$ cat src/rtl/fifo_pkg.sv
`default_nettype none
// +------------------------------------------------------------------+
// | fifo_pkg : shared width helpers and pointer increment-with-wrap   |
// | Rev 1.0                                                          |
// +------------------------------------------------------------------+
package fifo_pkg;

    function automatic int ptr_width(input int depth);
        return (depth < 2) ? 1 : $clog2(depth);
    endfunction

    function automatic int cnt_width(input int depth);
        return $clog2(depth + 1);
    endfunction

    // Advance a pointer by one, returning to zero after the last slot.
    function automatic int ptr_inc(input int ptr, input int last);
        return (ptr == last) ? 0 : ptr + 1;
    endfunction

endpackage
`default_nettype wire

$ cat src/rtl/fifo_ptr_ctrl_if.sv
`default_nettype none
// +------------------------------------------------------------------+
// | fifo_ptr_ctrl_if : handshake/storage bus of the FIFO controller   |
// | Optional FIFO_PTR_CTRL_ALMOST_FLAGS_EN adds almost_full/empty.   |
// | Rev 1.0                                                          |
// +------------------------------------------------------------------+
interface fifo_ptr_ctrl_if
    import fifo_pkg::*;
#(
    parameter int Depth = 5
);
    localparam int PtrWidth = ptr_width(Depth);
    localparam int CntWidth = cnt_width(Depth);

    logic                flush;
    logic                wr_valid;
    logic                wr_ready;
    logic                rd_valid;
    logic                rd_ready;
    logic                mem_we;
    logic [PtrWidth-1:0] mem_waddr;
    logic [PtrWidth-1:0] mem_raddr;
    logic [CntWidth-1:0] count;
    logic                full;
    logic                empty;
`ifdef FIFO_PTR_CTRL_ALMOST_FLAGS_EN
    logic                almost_full;
    logic                almost_empty;
`endif

    modport master (
        output flush, wr_valid, rd_ready,
        input  wr_ready, rd_valid, mem_we, mem_waddr, mem_raddr, count, full, empty
`ifdef FIFO_PTR_CTRL_ALMOST_FLAGS_EN
        , input almost_full, almost_empty
`endif
    );

    modport slave (
        input  flush, wr_valid, rd_ready,
        output wr_ready, rd_valid, mem_we, mem_waddr, mem_raddr, count, full, empty
`ifdef FIFO_PTR_CTRL_ALMOST_FLAGS_EN
        , output almost_full, almost_empty
`endif
    );

endinterface
`default_nettype wire

$ cat src/rtl/fifo_ptr_wrap.sv
`default_nettype none
// +------------------------------------------------------------------+
// | fifo_ptr_wrap : single wrapping pointer with enable and clear     |
// | Rev 1.0                                                          |
// +------------------------------------------------------------------+
module fifo_ptr_wrap
    import fifo_pkg::*;
#(
    parameter  int Depth    = 5,
    localparam int PtrWidth = ptr_width(Depth)
) (
    input  wire logic                clk,
    input  wire logic                rst,
    input  wire logic                i_clr,
    input  wire logic                i_en,
    output logic      [PtrWidth-1:0] o_ptr
);
    localparam logic [PtrWidth-1:0] c_LAST = PtrWidth'(Depth - 1);

    logic [PtrWidth-1:0] r_ptr;
    logic [PtrWidth-1:0] w_next;

    assign w_next = PtrWidth'(ptr_inc(int'(r_ptr), int'(c_LAST)));

    always_ff @(posedge clk) begin
        if (rst || i_clr) begin
            r_ptr <= '0;
        end else if (i_en) begin
            r_ptr <= w_next;
        end
    end

    assign o_ptr = r_ptr;

endmodule
`default_nettype wire

$ cat src/rtl/fifo_ptr_ctrl.sv
`default_nettype none
// +------------------------------------------------------------------+
// | fifo_ptr_ctrl : pointer/occupancy controller for external storage |
// | Optional FIFO_PTR_CTRL_ALMOST_FLAGS_EN adds AlmostThr and flags.  |
// | Rev 1.0                                                          |
// +------------------------------------------------------------------+
module fifo_ptr_ctrl
    import fifo_pkg::*;
#(
    parameter int Depth = 5
`ifdef FIFO_PTR_CTRL_ALMOST_FLAGS_EN
    ,
    parameter int AlmostThr = 1
`endif
) (
    input  wire logic     clk,
    input  wire logic     rst,
    fifo_ptr_ctrl_if.slave bus
);
    localparam int PtrWidth = ptr_width(Depth);
    localparam int CntWidth = cnt_width(Depth);

    if (Depth < 2) begin : g_depth_chk
        $error("fifo_ptr_ctrl: Depth must be at least 2");
    end

    logic [CntWidth-1:0] r_count;
    logic [PtrWidth-1:0] w_wptr;
    logic [PtrWidth-1:0] w_rptr;
    logic                w_full;
    logic                w_empty;
    logic                w_wr_ready;
    logic                w_rd_valid;
    logic                w_wr_fire;
    logic                w_rd_fire;

    assign w_full     = (r_count == CntWidth'(Depth));
    assign w_empty    = (r_count == '0);
    assign w_wr_ready = ~w_full & ~bus.flush;
    assign w_rd_valid = ~w_empty;
    assign w_wr_fire  = bus.wr_valid & w_wr_ready;
    // A read in the flush cycle is dropped; flush clears everything anyway.
    assign w_rd_fire  = w_rd_valid & bus.rd_ready & ~bus.flush;

    fifo_ptr_wrap #(.Depth(Depth)) u_wr_ptr (
        .clk   (clk),
        .rst   (rst),
        .i_clr (bus.flush),
        .i_en  (w_wr_fire),
        .o_ptr (w_wptr)
    );

    fifo_ptr_wrap #(.Depth(Depth)) u_rd_ptr (
        .clk   (clk),
        .rst   (rst),
        .i_clr (bus.flush),
        .i_en  (w_rd_fire),
        .o_ptr (w_rptr)
    );

    always_ff @(posedge clk) begin
        if (rst || bus.flush) begin
            r_count <= '0;
        end else if (w_wr_fire && !w_rd_fire) begin
            r_count <= r_count + CntWidth'(1);
        end else if (!w_wr_fire && w_rd_fire) begin
            r_count <= r_count - CntWidth'(1);
        end
    end

    assign bus.wr_ready  = w_wr_ready;
    assign bus.rd_valid  = w_rd_valid;
    assign bus.mem_we    = w_wr_fire;
    assign bus.mem_waddr = w_wptr;
    assign bus.mem_raddr = w_rptr;
    assign bus.count     = r_count;
    assign bus.full      = w_full;
    assign bus.empty     = w_empty;

`ifdef FIFO_PTR_CTRL_ALMOST_FLAGS_EN
    localparam int c_AF_LVL = (AlmostThr > Depth) ? 0 : (Depth - AlmostThr);

    assign bus.almost_full  = (r_count >= CntWidth'(c_AF_LVL));
    assign bus.almost_empty = (r_count <= CntWidth'(AlmostThr));
`endif

endmodule
`default_nettype wire

$ cat src/flat_wrapper.sv
// flat-port wrapper written by rule: the top's interface ports become plain ports
module fifo_ptr_ctrl_flat import fifo_pkg::*;
#(
    parameter int Depth = 5

)
  (clk, rst, bus_flush, bus_wr_valid, bus_rd_ready, bus_wr_ready, bus_rd_valid, bus_mem_we, bus_mem_waddr, bus_mem_raddr, bus_count, bus_full, bus_empty);
  fifo_ptr_ctrl_if #(.Depth(Depth)) bus_i ();
  input  wire logic clk;
  input  wire logic rst;
  input wire logic [$bits(bus_i.flush)-1:0] bus_flush;
  input wire logic [$bits(bus_i.wr_valid)-1:0] bus_wr_valid;
  input wire logic [$bits(bus_i.rd_ready)-1:0] bus_rd_ready;
  output wire logic [$bits(bus_i.wr_ready)-1:0] bus_wr_ready;
  output wire logic [$bits(bus_i.rd_valid)-1:0] bus_rd_valid;
  output wire logic [$bits(bus_i.mem_we)-1:0] bus_mem_we;
  output wire logic [$bits(bus_i.mem_waddr)-1:0] bus_mem_waddr;
  output wire logic [$bits(bus_i.mem_raddr)-1:0] bus_mem_raddr;
  output wire logic [$bits(bus_i.count)-1:0] bus_count;
  output wire logic [$bits(bus_i.full)-1:0] bus_full;
  output wire logic [$bits(bus_i.empty)-1:0] bus_empty;
  assign bus_i.flush = bus_flush;
  assign bus_i.wr_valid = bus_wr_valid;
  assign bus_i.rd_ready = bus_rd_ready;
  assign bus_wr_ready = bus_i.wr_ready;
  assign bus_rd_valid = bus_i.rd_valid;
  assign bus_mem_we = bus_i.mem_we;
  assign bus_mem_waddr = bus_i.mem_waddr;
  assign bus_mem_raddr = bus_i.mem_raddr;
  assign bus_count = bus_i.count;
  assign bus_full = bus_i.full;
  assign bus_empty = bus_i.empty;
  fifo_ptr_ctrl #(.Depth(Depth)) u_core (.clk(clk), .rst(rst), .bus(bus_i));
endmodule
$ cat config.mk
export PLATFORM = sky130hd
export DESIGN_NAME = fifo_ptr_ctrl_flat
export DESIGN_NICKNAME = d
export VERILOG_FILES = /design/src/rtl/fifo_pkg.sv /design/src/rtl/fifo_ptr_ctrl_if.sv /design/src/rtl/fifo_ptr_wrap.sv /design/src/rtl/fifo_ptr_ctrl.sv /design/src/flat_wrapper.sv
export SDC_FILE = /design/constraint.sdc
export NUM_CORES = 1
export LEC_CHECK = 0
export BUFFER_PORTS_ARGS = -buffer_cell sky130_fd_sc_hd__clkbuf_2
export CAP_MARGIN = 15
export CORE_AREA = 3 3 40 42
export DETAILED_ROUTE_END_ITERATION = 8
export DIE_AREA = 0 0 43 45
export HOLD_SLACK_MARGIN = 0.12
export PLACE_DENSITY_LB_ADDON = 0.05
export SYNTH_ARGS = -nofsm -noshare
export SYNTH_HDL_FRONTEND = slang
export SYNTH_HIERARCHICAL = 1
export SYNTH_SLANG_ARGS = --single-unit
$ cat constraint.sdc
create_clock -name clk -period 1.95 [get_ports clk]
set_input_delay 0.39 -clock clk [delete_from_list [all_inputs] [get_ports clk]]
set_output_delay 0.39 -clock clk [all_outputs]
set_load 0.02 [all_outputs]
==> flow_summary.yaml <==
worst_setup_path:
  r2r_cells: 8
  critPathBufInv: 1
  arrival_ns: 2.34
  cp.depth: 8
  crit_type: "reg2reg"
  crit_path_end: "u_core/bus.count[2]$_SDFFE_PP0P_"
  cp-end-kind: "flip-flop"
  worst_r2r_endpoint: "u_core/bus.count[2]$_SDFFE_PP0P_"
  slowest_stage: "or3_4"
  required_ns: 2.11
  cp_top_family: "simple AND/OR/NAND/NOR gates"
  critPathLaunchType: "flip-flop"
  crit_path_start: "u_core/bus.count[2]$_SDFFE_PP0P_"
  rrSetupSlack_ns: -0.23
  worst-path-max-fanout: 4
  crit_path_cell_trace: "or3_4 > nand3b_1 > ha_4 > inv_2 > fa_2 > xor2_1 > or3_1 > a211oi_2"
  r2r_start: "u_core/bus.count[2]$_SDFFE_PP0P_"
  max_stage_delay_ns: 0.38
sta:
  fmax_mhz: 458
  slew_headroom_pct: 81.7
  final.period_utilization_pct: 112
  fin_tns_setup_ns: -0.231
  setup_violations: 1
  worst_slack_ns: -0.231
  fin_crit_ns: 2.18
  fin_skew_ns: 0.000422
  rsz0062_at_grt: "true"
  worst_slew_pin_slew_ns: 0.272
  drv_slew: 0
  hold_ws_ns: 0.439
  finalHoldViolCount: 0
layout:
  drive_gt1_share_pct: 49.4
  fin_nets: 101
  multi_input_area_um2: 330
  post-route-util_pct: 59.8
  final.fill_count: 136
  layout-area-overhead-vs-synth_pct: 53.5
  fin_area_um2: 768
  regArea_um2: 186
  layoutNonFillerInstCount: 104
  antennaDiodeCount: 0
placed_design:
  dpl_worst_slack_ns: -0.186
  placed_cell_area_um2: 717
  place_inst: 98
  dpl.hpwl_um: 926
  place_congestion: 0.804
  io_buffers: 18
route:
  route.detailed.wl_per_inst_um: 11.7
  routed_wirelength_mm: 1.21
  drtAntennaViolNets: 0
  vias: 494
  drt_iter0_markers: 5
  drc_errors: 0
  viasPerCell: 4.75
  drtPass1Iterations: 2
cts:
  clk_transition_reported_paths_ns: 0.06
  htree_num_levels: 1
  cts_tree: "built"
  worstSkewPairLatency_ns: 0.25
  cts-buffers-inserted: 3
  root_buffer: "clkbuf_4"
  cts_sinks: 9
  clock_path_buffers: 2
synth:
  avgSynthCellArea_um2: 9.10
  synth_edf_count: 0
  synth-simple-area-share_pct: 22.8
  yosysSeqAreaShare_pct: 36.0
  syn_inst: 55
  synth_ff_type: "dfxtp_1"
  synthMuxAreaShare_pct: 2.00
  synthArstFlopShare_pct: 0
  synth_top_family_by_area: "simple AND/OR/NAND/NOR gates"
  synth_top_area_share_pct: 36.0
  synthTopCellsByArea: "dfxtp_1 36%, ha_1 13%, inv_1 5.3%"
  synthAdderAreaFrac_pct: 16.5
  synth.largest_area_cell: "dfxtp_1"
  ys.warnings.count: 6
  synth_xor_area_share_pct: 3.50
  synth_compound_area_share_pct: 14.0
  yosysUniqueCellTypes: 22
  ys_ff_latch: 9
  synthesis.area_um2: 500
  syn_nets: 66
worst_hold_path:
  hp-class: "in2reg"
  min_path_cells: 2
floorplan:
  rows: 13
  die_h_um: 45
  core_um2: 1280
  die_area_um2: 1940
  initial_core_util_pct: 38.9
  io_pins: 19
  floorplan.die.width_um: 43
global_route:
  overflow: 0
  grt_usage_pct: 14.5
  antenna_found_initial: 0
  grt_pass1_vias: 491
  grt_max_degree: 10
  grt_pass1_wl_mm: 2.07
power:
  ir_drop_mv: 0.290
  leakage_nw: 0.377
  powerDensity_nw_per_um2: 563
  total_power_mw: 0.433
status:
  status: "complete, but fails checks"
  violations: "setup timing"
run:
  maxCapViolations: 0
[per-layer routing]
metal / global-route usage, % / part of all wire, % / vias to the layer above
li1: - / - / 267
met1: 18.7 / 47 / 213
met2: 22.8 / 47 / 12
met3: 3.59 / 5.7 / 2
met4: 7.23 / 0.41 / 0
met5: 0 / 0 / -
[repair_timing]
action	4_1_cts	5_1_grt
buffers inserted	1	1
hold buffers	0	0
pin swaps	2	2
setup endpoints to repair	1	2
resized for setup	1	1
[worst register-to-register path: cells and delay by family (launching register included)]
kind | cells | cell delay, ns
AND/OR/NAND/NOR | 3 | 0.87
adder cells (fa/ha/maj) | 2 | 0.48
flip-flops | 1 | 0.33
AO/OA/AOI/OAI | 1 | 0.22
XOR/XNOR | 1 | 0.15
buffers and inverters | 1 | 0.03
[layout make-up]
cell class	instances	share of cell area, %
clock buffers	4	3.42
repair buffers	30	23.5
inverters	7	3.42
well taps	15	2.44
flip-flops and latches	9	24.3
multi-input cells	39	43.0
[cell families (layout without fill, tap and decap cells)]
| logic type | count (synthesis) | in the layout |
|---|---|---|
| XOR/XNOR | 2 | 2 |
| buffers and inverters | 7 | 41 |
| AND/OR/NAND/NOR | 20 | 20 |
| multiplexers | 1 | 1 |
| flip-flops | 9 | 9 |
| AO/OA/AOI/OAI | 10 | 10 |
| adder cells (fa/ha/maj) | 6 | 6 |
[report_power, final]
group | leakage [nW] | switching (mW) | internal (mW)
Clock | 0.0150 | 0.0591 | 0.0785
Combinational | 0.288 | 0.0540 | 0.0492
Sequential | 0.0745 | 0.00398 | 0.188
[worst min path at each step]
stage,start,endpoint,slack (ns)
final,rst,u_core/bus.count[2]$_SDFFE_PP0P_,0.44
after floorplan,rst,u_core/bus.count[1]$_SDFFE_PP0P_,0.45
after global placement,u_core/u_rd_ptr/o_ptr[0]$_SDFFE_PP0P_,u_core/u_rd_ptr/o_ptr[0]$_SDFFE_PP0P_,0.50
after CTS,rst,u_core/bus.count[2]$_SDFFE_PP0P_,0.41
after global routing,rst,u_core/u_rd_ptr/o_ptr[0]$_SDFFE_PP0P_,0.45
after detailed placement,u_core/u_wr_ptr/o_ptr[0]$_SDFFE_PP0P_,u_core/u_wr_ptr/o_ptr[0]$_SDFFE_PP0P_,0.51
[flip-flops by register name, summed over array words and instances, names as in the netlist]
name                   flops
u_core/u_wr_ptr/o_ptr      3
u_core/bus.count           3
u_core/u_rd_ptr/o_ptr      3
[cell usage in the layout, fill, tap and decap left out, types with 2 or more instances in the layout]
master | synthesis | final
clkbuf_2 | 0 | 18
buf_4 | 0 | 12
inv_1 | 7 | 6
dfxtp_1 | 9 | 6
nor3_1 | 4 | 4
ha_1 | 5 | 4
clkbuf_4 | 0 | 3
xor2_1 | 2 | 2
dfxtp_2 | 0 | 2
nand2_1 | 2 | 2
nor2b_1 | 2 | 2
a31oi_1 | 2 | 2
nand3_1 | 2 | 2
nand2b_1 | 2 | 2
a211oi_1 | 3 | 2
a21oi_1 | 2 | 2
o211a_1 | 2 | 2
nor4_1 | 2 | 2
[synth_stat cells (3+ instances only)]
master	number
dfxtp_1	9
inv_1	7
ha_1	5
nor3_1	4
a211oi_1	3
No activity file was read; power rests on OpenSTA's default activity.
